**src/rtl/seg_serial_adder.sv**
```systemverilog
// Multi-cycle ripple-carry adder/subtractor: adds SEG bits per clock over WIDTH/SEG cycles,
// carrying one registered bit between segments, with valid/ready on both sides.
module seg_serial_adder #(
  parameter int WIDTH = 32,
  parameter int SEG   = 8
) (
  input  logic             clk,
  input  logic             rst_n,
  input  logic             in_valid,
  output logic             in_ready,
  input  logic [WIDTH-1:0] a,
  input  logic [WIDTH-1:0] b,
  input  logic             cin,
  input  logic             sub,
  output logic             out_valid,
  input  logic             out_ready,
  output logic [WIDTH-1:0] sum,
  output logic             cout,
  output logic             ovf
);

  localparam int NSEG  = WIDTH / SEG;
  localparam int IDX_W = (NSEG > 1) ? $clog2(NSEG) : 1;
  localparam int OFF_W = (WIDTH > 1) ? $clog2(WIDTH) : 1;
  localparam logic [IDX_W-1:0] LAST_IDX = IDX_W'(NSEG - 1);

  generate
    if (WIDTH % SEG != 0) begin : g_bad_seg
      $fatal(1, "seg_serial_adder: WIDTH must be a multiple of SEG");
    end
  endgenerate

  typedef enum logic [1:0] {
    IDLE,
    RUN,
    DONE
  } state_t;

  state_t           state;
  logic [WIDTH-1:0] a_r;
  logic [WIDTH-1:0] b_eff;
  logic             carry;
  logic [IDX_W-1:0] seg_idx;
  logic [OFF_W-1:0] seg_off;
  logic [SEG-1:0]   a_seg;
  logic [SEG-1:0]   b_seg;
  logic [SEG:0]     seg_add;
  logic             last_seg;
  logic             seg_ovf;

  assign in_ready = (state == IDLE);

  // Bit offset of the current segment; always < WIDTH, so it fits a bit-select index.
  assign seg_off  = OFF_W'(seg_idx * SEG);
  assign a_seg    = a_r[seg_off +: SEG];
  assign b_seg    = b_eff[seg_off +: SEG];
  assign seg_add  = {1'b0, a_seg} + {1'b0, b_seg} + {{SEG{1'b0}}, carry};
  assign last_seg = (seg_idx == LAST_IDX);

  // Signed overflow: operands agree in sign but the result's sign differs.
  assign seg_ovf  = (a_r[WIDTH-1] == b_eff[WIDTH-1]) && (seg_add[SEG-1] != a_r[WIDTH-1]);

  // NOTE: every register here uses non-blocking assignment so all updates in one edge
  // see the pre-edge values (e.g. carry feeds seg_add while carry itself is rewritten).
  always_ff @(posedge clk or negedge rst_n) begin
    if (!rst_n) begin
      state     <= IDLE;
      out_valid <= 1'b0;
      sum       <= '0;
      cout      <= 1'b0;
      ovf       <= 1'b0;
      seg_idx   <= '0;
      carry     <= 1'b0;
      a_r       <= '0;
      b_eff     <= '0;
    end else begin
      case (state)
        IDLE: begin
          if (in_valid) begin
            a_r     <= a;
            b_eff   <= sub ? ~b : b;
            carry   <= cin ^ sub;
            seg_idx <= '0;
            state   <= RUN;
          end
        end
        RUN: begin
          sum[seg_off +: SEG] <= seg_add[SEG-1:0];
          carry               <= seg_add[SEG];
          if (last_seg) begin
            cout      <= seg_add[SEG];
            ovf       <= seg_ovf;
            out_valid <= 1'b1;
            seg_idx   <= '0;
            state     <= DONE;
          end else begin
            seg_idx <= seg_idx + IDX_W'(1);
          end
        end
        DONE: begin
          if (out_ready) begin
            out_valid <= 1'b0;
            state     <= IDLE;
          end
        end
        default: state <= IDLE;
      endcase
    end
  end

endmodule

```
**config.mk**
```make
export PLATFORM = sky130hd
export DESIGN_NAME = seg_serial_adder
export DESIGN_NICKNAME = d
export VERILOG_FILES = /design/src/rtl/seg_serial_adder.sv
export SDC_FILE = /design/constraint.sdc
export NUM_CORES = 1
export LEC_CHECK = 0
export CAP_MARGIN = 20
export CORE_MARGIN = 2
export CORE_UTILIZATION = 44
export CTS_CLUSTER_DIAMETER = 30
export DETAILED_ROUTE_END_ITERATION = 10
export PLACE_DENSITY = 0.77
export SYNTH_ARGS = -nofsm -noshare
export SYNTH_HDL_FRONTEND = slang
export SYNTH_SLANG_ARGS = --single-unit
```
**constraint.sdc**
```tcl
create_clock -name clk -period 7.1 [get_ports clk]
set_input_delay 1.42 -clock clk [delete_from_list [all_inputs] [get_ports clk]]
set_output_delay 1.42 -clock clk [all_outputs]
set_load 0.02 [all_outputs]
```
* Yosys cells after proc, flatten, opt, wreduce, memory -nomap -nowiden
Index checks and enable logic that the tools add are counted.
Widths: inputs -> output; s select.
** Word-level totals
- Register bits after elaboration :: 104
** Cells by class
- $add $sub $neg :: 4
- Reductions and logical operators :: 9
- Equal/unequal tests :: 8
- Bitwise logic cells :: 2
- Shift operators :: 4
- Muxes and demuxes :: 14
** Operator list (count)
- $shiftx 32x6->8 :: 2
- $bwmux 32 :: 1
- $mux 32 :: 1
- $not 32->32 :: 1
- $shift 8x7->32 const A :: 1
- $shiftx 8x7->32 :: 1
- $mux 2 :: 5
- $add 8x8->9 :: 1
- $add 9x1->9 :: 1
- $neg 5->7 :: 1
- $ne 2x2->1 const B :: 3
- $pmux 2 s3 :: 1
- $reduce_and 2->1 :: 3
- $reduce_and 3->1 :: 2
- $eq 2x2->1 const B :: 2
- $pmux 1 s2 :: 2
- $pmux 2 s2 :: 1
- $reduce_bool 2->1 :: 2
- $mux 1 :: 3
- $add 2x1->2 const B :: 1
- $eq 2x1->1 const B :: 1
- $logic_not 2->1 :: 1
- $eq 1x1->1 :: 1
- $logic_and 1x1->1 :: 1
- 2 further kinds :: 2

* Depth between registers and ports, before layout
- Word-level depth :: 5
- Gate-level depth with buffers :: 10

* Worst setup path before layout
No wires, ideal clock.
- Path kind :: register to register
- From :: register seg_idx[0]
- To :: register sum[14]
- Path slack :: 3.920 ns
- Arrival time :: 3.043 ns
- Library setup time :: 0.136 ns
- Cell stages (with the launch flop) :: 11
- Required time :: 6.964 ns
- Buffers on the path :: 1
- Cell sequence :: dfrtp_1 buf_2 mux4_2 fa_1 inv_1 fa_1 nor2b_4 o31a_1 o211a_1 a2111oi_4 o21ai_0
** On the way
- Cells in the longest elaborated chain, start to end :: 5
- Elaborated cells on any way between the ends :: 8
- Those cells by class :: 3 x add/sub; 4 x shift; 1 x mux
** RTL lines
- start: declaration :: RTL line 43 : logic [IDX_W-1:0] seg_idx;
- start signal: assignment :: RTL line 97 : seg_idx <= seg_idx + IDX_W'(1);
- $shiftx 32x6->8 (on tied branches) :: RTL line 55, 56
- $add 8x8->9 :: RTL line 57 : assign seg_add = {1'b0, a_seg} + {1'b0, b_seg} + {{SEG{1'b0}}, carry};
- $add 9x1->9 :: RTL line 57
- $shiftx 8x7->32 :: RTL line 88 : sum[seg_off +: SEG] <= seg_add[SEG-1:0];
- $bwmux 32 (*) :: RTL line 88
- end signal: indexed assignment :: RTL line 88
- end: declaration :: RTL line 17 : output logic [WIDTH-1:0] sum,
Every way passes the cells marked *; elsewhere a longest branch is shown, timed or not.
A chain may end at the register's enable or synchronous reset.

* Worst setup path in the final report
- From :: register seg_idx[0]
- To :: register sum[6]
Same word-level chain as after synthesis.

==> metrics.cfg <==
[sta]
rsz0062_at_grt=no
hold_violations=0
skew_ps=5.23
min_period_over_period_pct=48.6
setup_ws_ps=3650
period_needed_ps=3450
max_freq_ghz=0.290
setup_viol_count_final=0
slew_viol_final=0
slew_headroom_pct=36.2
tightest_slew_ps=957
setup_tns_ps=0

[cells_and_area]
fin_util_pct=58.6
area_growth_pct=28.9
layout-drive-gt1-share_pct=14.7
fin_nets=598
diodes=0

[floorplan]
die_area_um2=12200
fp.coreArea_um2=10900
die_w_um=110
fp-row-count=38
die_h_um=110
start_util_pct=45.5
io_pins=106

[yosys]
synth.distinct_cells=43
synth_nets=498
synthTopCellsByArea=dfrtp_1, mux2_2, mux4_2
seq_area_frac_synth_pct=52.4
async_reset_ff_share_pct=100
synth-edff-count=0
synth_top_area_cell=dfrtp_1
syn_area_um2=4970
synthCells=413
yosys_warnings=0
synth_seq_cells=104
synth.avg_cell_area_um2=12.0
ys_top_cells_by_count=dfrtp_1, nor2_1, a21oi_1, xnor2_1, mux2_2
synth_flop_cell=dfrtp_1
netlist.area_leader.share_pct=52.4
synth_most_common_cell=dfrtp_1

[cts]
clock_sinks=104
hold_buffers=0
cts_resized=0
cts.path.max_buffers=2
numCtsBuffers=9
cts_tree=yes
postCtsSetupRepairBufs=0
clk_latency_ps=330
clk_pin_slew_ps=70
cts.htree.levels=3
cts_root_buffer=clkbuf_16

[global_routing]
overflow=0
grt_max_degree=97
grtUsageTotal_pct=18.6
grt_pass1_vias=3665
antenna_found_initial=0
grt_pass1_wl_um=17300

[worst_setup_path]
r2r_end=sum[6]
r2r_cells=10
required_ps=7300
crit_path_end_kind=register
critPathCapture=sum[6]
reg2reg_from=seg_idx[0]
path_class=register to register
reg2reg_slack_ps=3650
crit_fanout=25
cp-startpoint=seg_idx[0]
start_kind=register
crit_arrival_ps=3650

[worst_hold_path]
min-delay-start=sum[15]
min_path_type=register to register

[placed_design]
dp_hpwl_um=7940
port_buffers=105
gp_congestion=0.835
dp_slack_ps=3580

[detailed_routing]
wl_um=10600
drc_errors=0
routedWlPerCell_um=16.2
via_per_inst=5.38
firstDrtPassIters=4
vias=3538
dr.first_iter.drc_count=148
antenna_left=0

[power]
p_leak_nw=2.62
p_per_area_nw_per_um2=519
vdd_drop_max_mv=0.298

[job]
drv_cap=0

[run_status]
status=complete, no violations

layout by cell type, fill, tap and decap left out, drive strengths merged, types with 2 or more instances in the layout:
cell type	n
o211a	2
mux2i	2
clkinv	2
or3	2
inv	10
a22o	18
or4	2
mux4	16
buf	6
clkbuf	11
nand2	27
nand3	2
xor2	2
a21oi	39
nor4	2
nor2b	2
nor2	41
xnor2	34
clkdlybuf4s50	103
o21ai	23
nor3	4
mux2	32
dfrtp	104
fa	2
ha	13
clkinvlp	3
metrics by stage:
stage / hold slack [ps] / instances / power, mW / cell area, um2
after floorplan: 475 / 413 / 2.31 / 4970
after global placement: 469 / 642 / 2.79 / 6130
after detailed placement: 469 / 642 / 2.87 / 6130
after CTS: 485 / 658 / 3.35 / 6410
after global routing: 511 / 658 / 3.59 / 6410
final: 483 / 658 / 3.33 / 6410
logic make-up (layout without fill, tap and decap cells):
group           Yosys count  count (layout)  synth area share [%]
compound gates           92              92                  11.8
xor+xnor                 36              36                  6.34
fa+ha+maj                15              15                  4.08
buf+inv                  30             135                  2.67
flops                   104             104                  52.4
mux                      50              50                  14.9
simple gates             86              86                  7.85
worst min-delay path by stage:
| stage | cells past startpoint | end | slack [ps] |
|---|---|---|---|
| floorplan | 1 | a_r[16] | 480 |
| global placement | 2 | sum[26] | 470 |
| detailed placement | 2 | sum[15] | 470 |
| CTS | 2 | sum[15] | 480 |
| global route | 2 | sum[15] | 510 |
| finish | 2 | sum[15] | 480 |
metal layers:
layer	wire length [um]	global-route usage, %	up-vias
met5	0	0	-
met4	144	6.16	0
met3	508	2.94	14
met2	5500	33.1	103
met1	4480	23.0	1752
li1	-	-	1669
power by group:
part           internal, mW  switching, mW
Combinational         0.826           1.05
Sequential            0.852          0.149
Clock                 0.246          0.207
sequential cells by signal (all words and copies together), names as in the netlist, 2 cells and up:
signal   cells
a_r         32
seg_idx      2
b_eff       32
state        2
sum         32
critical path, cell delays in order, from the launching register on:
cell and delay, ps:
dfrtp_1 340, buf_4 380, mux4_2 590, fa_1 450, inv_1 90, fa_1 250, nor2b_4 60, o31a_1 280
o211a_1 250, a2111oi_4 440, o21ai_0 170
layout make-up:
| cell class | count | area [um2] |
|---|---|---|
| fillers | 937 | 4530 |
| flip-flops and latches | 104 | 2600 |
| multi-input cells | 279 | 2240 |
| repair buffers | 109 | 1070 |
| clock buffers | 11 | 243 |
| well taps | 140 | 175 |
| inverters | 10 | 37.5 |
| clock inverters | 5 | 32.5 |
No activity file was read; power rests on OpenSTA's default activity.
==> RTL edit 1, RTL diff (config.mk and constraints unchanged) <==
Put one more register stage on the output `ovf`, cleared by the reset. The value now appears one clock later. The other outputs are not delayed to match.
--- a/src/rtl/seg_serial_adder.sv
+++ b/src/rtl/seg_serial_adder.sv
@@ -25,2 +25,4 @@
   localparam logic [IDX_W-1:0] LAST_IDX = IDX_W'(NSEG - 1);
+
+  logic ovf_s0;
 
@@ -70,3 +72,3 @@
       cout      <= 1'b0;
-      ovf       <= 1'b0;
+      ovf_s0    <= 1'b0;
       seg_idx   <= '0;
@@ -91,3 +93,3 @@
             cout      <= seg_add[SEG];
-            ovf       <= seg_ovf;
+            ovf_s0    <= seg_ovf;
             out_valid <= 1'b1;
@@ -110,2 +112,10 @@
 
+  always_ff @(posedge clk or negedge rst_n) begin
+    if (!rst_n) begin
+      ovf <= '0;
+    end else begin
+      ovf <= ovf_s0;
+    end
+  end
+
 endmodule
Formal check against the unedited RTL: not equivalent (a bounded check fails within 10 cycles, from zero or initial values and one cycle with rst_n low).
==> RTL edit 1 against the original RTL <==
Critical path depth is 1 lower. Sequential cell count is 1 higher. Design area is 1.0% higher. Area after synthesis is 0.50% higher. Worst setup slack worse by 0.051 ns. Total power is 2.9% higher. Worst hold slack worse by 0.10 ns. Wire length is 1.5% higher. Largest cell class unchanged. Largest power group unchanged.
==> RTL edit 1: results (changes against the original RTL) <==
Status
  – Outcome: complete, no violations (unchanged)

Power
  – Leakage power: 0.00265 uW (was 0.00262 uW)
  – Maximum vdd ir drop: 0.000286 V (was 0.000298 V)

Min path
  – Worst hold path cell count: 0 (was 2)

STA
  – Worst Clk Skew: 0.0112 ns (was 0.00523 ns)
  – Slew headroom: 36.9% (was 36.2%)

Route
  – Metal3 WL: 640 um (was 508 um)
  – Vias/cell: 5.37 (was 5.38)
  – Top Metal Used: met4 (unchanged)
  – WL met1: 4.71 mm (was 4.48 mm)
  – WL final: 10.8 mm (was 10.6 mm)
  – Number of DRC markers in iteration 0: 134 (was 148)
  – Met2 wire length: 5.33 mm (was 5.50 mm)

Placed design
  – Hpwl dp: 7.96 mm (was 7.94 mm)
  – Gpl congestion: 0.857 (was 0.835)

Clocking
  – Longest Clk Path Bufs: 2 (unchanged)

Critical path
  – Arrival time at the worst endpoint: 3.70 ns (was 3.65 ns)
  – R2R depth: 9 (was 10)
  – Max FO, Critical Path: 21 (was 25)

Global route
  – Met3 Use GR: 4.45% (was 2.94%)
  – Met2 usage: 30.1% (was 33.1%)
  – Global Route met1 Usage: 23.6% (was 23.0%)
  – All-Layer GR Usage: 18.1% (was 18.6%)
  – Global-route wire length before repair: 17.9 mm (was 17.3 mm)
  – Vias in the first global route: 3625 (was 3665)

Yosys
  – Synth area leaders: dfrtp_1 53%, mux2_2 7.2%, mux4_2 7.2% (was dfrtp_1 52%, mux2_2 7.2%, mux4_2 7.2%)
  – Post-synthesis sequential area ratio: 52.6% (was 52.4%)
  – Syn_nets: 499 (was 498)

Layout
  – Layout cells sized above 1: 14.3% (was 14.7%)
-- RTL edit 1: changes by cell type in the layout (fill, tap and decap cells not counted) --
| cell | change |
|---|---|
| clkinv_2 | -2 |
| bufinv_16 | +2 |
| clkinvlp_4 | -2 |
| clkinv_4 | +1 |
| dfrtp_1 | +1 |
| buf_4 | -1 |
| clkbuf_1 | +1 |
-- RTL edit 1: layout make-up --
class	count	area, sq um
fillers	904	4510
flip-flops and latches	105	2630
multi-input cells	279	2240
repair buffers	108	1070
clock buffers	12	246
well taps	140	175
clock inverters	4	76.3
inverters	10	37.5
-- RTL edit 1: where the power goes --
part	total [uW]	switching [uW]	internal, uW
clock	527	208	320
sequential	1030	174	859
combinational	1860	1040	824
total	3420	1420	2000
-- RTL edit 1: worst paths after layout --
kind | start | to | slack, ns
min in group asynchronous | rst_n | sum[9]$_DFFE_PN0P_ | 1.08
hold reg to reg | ovf_s0$_DFFE_PN0P_ | ovf$_DFF_PN0_ | 0.38
hold / removal | ovf_s0$_DFFE_PN0P_ | ovf$_DFF_PN0_ | 0.38
setup reg to reg | seg_idx[1]$_DFFE_PN0P_ | sum[14]$_DFFE_PN0P_ | 3.60
setup / recovery | seg_idx[1]$_DFFE_PN0P_ | sum[14]$_DFFE_PN0P_ | 3.60
max in group asynchronous | rst_n | a_r[26]$_DFFE_PN0P_ | 4.88
-- RTL edit 1: critical path, cell delays in order, from the launching register on --
cell       delay [ns]
dfrtp_1          0.96
mux4_2           0.44
fa_1             0.45
inv_1            0.09
fa_1             0.25
nor2b_4          0.06
o31a_1           0.29
o211a_1          0.25
a2111oi_4        0.39
o21ai_0          0.18
-- RTL edit 1: metrics by stage --
| step | std cells | setup WS, ns | utilization (%) | area, sq um | hold slack, ns |
|---|---|---|---|---|---|
| after CTS | 658 | 3.59 | 58.9 | 6470 | 0.378 |
| after detailed placement | 642 | 3.61 | 56.0 | 6150 | 0.364 |
| after global placement | 642 | 3.66 | 56.0 | 6150 | 0.361 |
| after global routing | 658 | 3.44 | 58.9 | 6470 | 0.403 |
| final | 658 | 3.60 | 58.9 | 6470 | 0.379 |
| after floorplan | 414 | 3.92 | - | 5000 | 0.354 |
-- RTL edit 1: logic make-up (layout without fill, tap and decap cells) --
family / Yosys count / in the layout / share of synthesized area (%)
mux: 50 / 50 / 14.8
simple gates: 86 / 86 / 7.81
fa+ha+maj: 15 / 15 / 4.06
flops: 105 / 105 / 52.6
compound gates: 92 / 92 / 11.7
buf+inv: 30 / 134 / 2.65
xor+xnor: 36 / 36 / 6.31
==> RTL edit 2, RTL diff (same flow settings) <==
Without the edit above. Set the parameter `SEG` to 16 (it was 8).
--- a/src/rtl/seg_serial_adder.sv
+++ b/src/rtl/seg_serial_adder.sv
@@ -4,3 +4,3 @@
   parameter int WIDTH = 32,
-  parameter int SEG   = 8
+  parameter int SEG   = 16
 ) (
Check against the original RTL: not equivalent (a bounded check fails within 4 cycles, from zero or initial values and one cycle with rst_n low).
==> RTL edit 2 against the original RTL <==
Global-route usage about the same. Sequential cell count shrank 1. The flow now finishes with violations (design-rule violations). Total power rose by 19%. Clock skew is 0.0020 ns higher. Worst setup slack gained 0.11 ns. Sequential power grew 4%. Design area rose by 4.3%. Utilization down 0.57 points. Critical path depth is the same. Wire length increased by 6.5%. Area after synthesis increased by 5.5%. Highest routed layer unchanged.
==> RTL edit 2: results (changes against the original RTL) <==
Route
  – Post-route DRC violation count: 8 (was 0)
  – Number of DRC markers in iteration 0: 280 (was 148)
  – Vias/cell: 5.32 (was 5.38)
  – First drt pass iteration count: 7 (was 4)
  – WL/cell: 15.5 um (was 16.2 um)

Placed design
  – Gpl congestion: 0.865 (was 0.835)
  – Setup WS pre-CTS: 3.77 ns (was 3.58 ns)
  – Hpwl dp: 8.36 mm (was 7.94 mm)

Critical path
  – Cell family with most CP delay: compound AO/OA/AOI/OAI gates (unchanged)
  – CP peak stage delay: 0.44 ns (was 0.59 ns)
  – Worst path slowest cell: fa_1 (was mux4_2)
  – Max FO, Critical Path: 37 (was 25)
  – Arrival time at the worst endpoint: 3.56 ns (was 3.65 ns)
  – Critical path startpoint: last_seg$_DFFE_PN0P_ (was seg_idx[0]$_DFFE_PN0P_)

Global route
  – Met3 Use GR: 3.16% (was 2.94%)
  – Global Route met1 Usage: 27.4% (was 23.0%)
  – Pin count of the biggest net entering global routing: 100 (was 97)
  – Initial antenna violation count: 0 (unchanged)
  – Met2 usage: 28.6% (was 33.1%)
  – All-Layer GR Usage: 18.5% (was 18.6%)
  – Global-route wire length before repair: 19.1 mm (was 17.3 mm)
  – GRT Residual Overflow: 0 (unchanged)

Yosys
  – Synth area leaders: dfrtp_1 49%, mux2_2 14%, xnor2_1 6.2% (was dfrtp_1 52%, mux2_2 7.2%, mux4_2 7.2%)
  – Syn_nets: 576 (was 498)
  – Post-synthesis sequential area ratio: 49.2% (was 52.4%)
  – Post-synth EDFFs: 0 (unchanged)
  – Synth cell count leaders: 103 x dfrtp_1, 66 x mux2_2, 45 x nand2_1 (was 104 x dfrtp_1, 41 x nor2_1, 39 x a21oi_1)
  – Count of unique library cells instantiated by Yosys: 44 (was 43)

Min path
  – HP Class: reg -> reg (unchanged)
  – Worst hold start: sum[27]$_DFFE_PN0P_ (was sum[15]$_DFFE_PN0P_)

Power
  – Leakage power: 0.00271 uW (was 0.00262 uW)
  – Maximum vdd ir drop: 0.000241 V (was 0.000298 V)

Clocking
  – H-tree Lvls: 3 (unchanged)
  – Post-CTS setup buffer count: 0 (unchanged)
  – TritonCTS Buffers: 9 (unchanged)
  – Worst-path clk slew: 0.07 ns (about the same)
  – Root Driver: clkbuf_16 (unchanged)
  – Longest Clk Path Bufs: 2 (unchanged)
  – CTS resizes: 0 (unchanged)
  – Worst skew pair latency: roughly 0.34 ns

Layout
  – Top flop regs: a_r x32, b_eff x32, sum x32 (unchanged)
  – # nets final: 668 (was 598)
  – Antenna Cells: 0 (unchanged)
  – Layout cells sized above 1: 15.9% (was 14.7%)

Status
  – Outcome: finished with violations (was complete, no violations)
  – Failing checks: design-rule violations

STA
  – Worst Clk Skew: 0.00726 ns (was 0.00523 ns)
  – Setup_tns: 0 ns (unchanged)
  – Least-Margin Pin Slew: 1.03 ns (was 0.957 ns)
RTL edit 2: worst paths after layout:
kind | to | depth (start not counted) | slack, ns
worst max register to register | sum[8]$_DFFE_PN0P_ | 10 | 3.76
max in group asynchronous | b_eff[23]$_DFFE_PN0P_ | 2 | 4.89
worst min register to register | sum[27]$_DFFE_PN0P_ | 2 | 0.48
worst max-delay path | sum[8]$_DFFE_PN0P_ | 10 | 3.76
min in group asynchronous | sum[14]$_DFFE_PN0P_ | 1 | 1.09
worst min-delay path | sum[27]$_DFFE_PN0P_ | 2 | 0.48
RTL edit 2: cell type report:
| cell class | instances | area [sq um] |
|---|---|---|
| clock buffers | 13 | 250 |
| clock inverters | 3 | 42.5 |
| fillers | 987 | 4840 |
| inverters | 4 | 15.0 |
| multi-input cells | 354 | 2540 |
| flip-flops and latches | 103 | 2580 |
| well taps | 143 | 179 |
| repair buffers | 109 | 1070 |
RTL edit 2: cells by family (layout without fill, tap and decap cells):
| logic type | after synthesis | after routing | synth area share (%) |
|---|---|---|---|
| AOI/OAI and AO/OA | 106 | 106 | 12.0 |
| xor gates and xnor gates | 43 | 43 | 7.18 |
| and+or+nand+nor | 120 | 120 | 10.4 |
| DFF | 103 | 103 | 49.2 |
| adders and majority gates | 17 | 17 | 4.34 |
| muxes | 68 | 68 | 14.6 |
| buffers and inverters | 32 | 129 | 2.41 |
RTL edit 2: routing by layer:
| metal | share of wire (%) | vias up |
|---|---|---|
| met5 | 0 | - |
| met3 | 5.1 | 14 |
| met2 | 46 | 120 |
| met4 | 1.4 | 0 |
| li1 | - | 1902 |
| met1 | 48 | 1844 |
RTL edit 2: through the flow:
step	std cells	util (%)	instance area, sq um
6_report	729	58.0	6680
5_1_grt	729	58.0	6680
4_1_cts	729	58.0	6680
3_5_place_dp	713	55.5	6390
3_3_place_gp	713	55.5	6390
2_1_floorplan	489	-	5240
RTL edit 2: tightest hold or removal path, cell delays in order (launching register included):
cell and delay, ns:
dfrtp_1 0.34, nand2_1 0.04, o21ai_0 0.06
RTL edit 2: power by group:
part | switching (uW) | total (uW) | internal (uW) | leakage [uW]
Sequential | 155 | 1040 | 890 | 0.00121
Combinational | 1340 | 2430 | 1090 | 0.00136
Clock | 199 | 482 | 283 | 0.000140
Total | 1700 | 3960 | 2260 | 0.00271
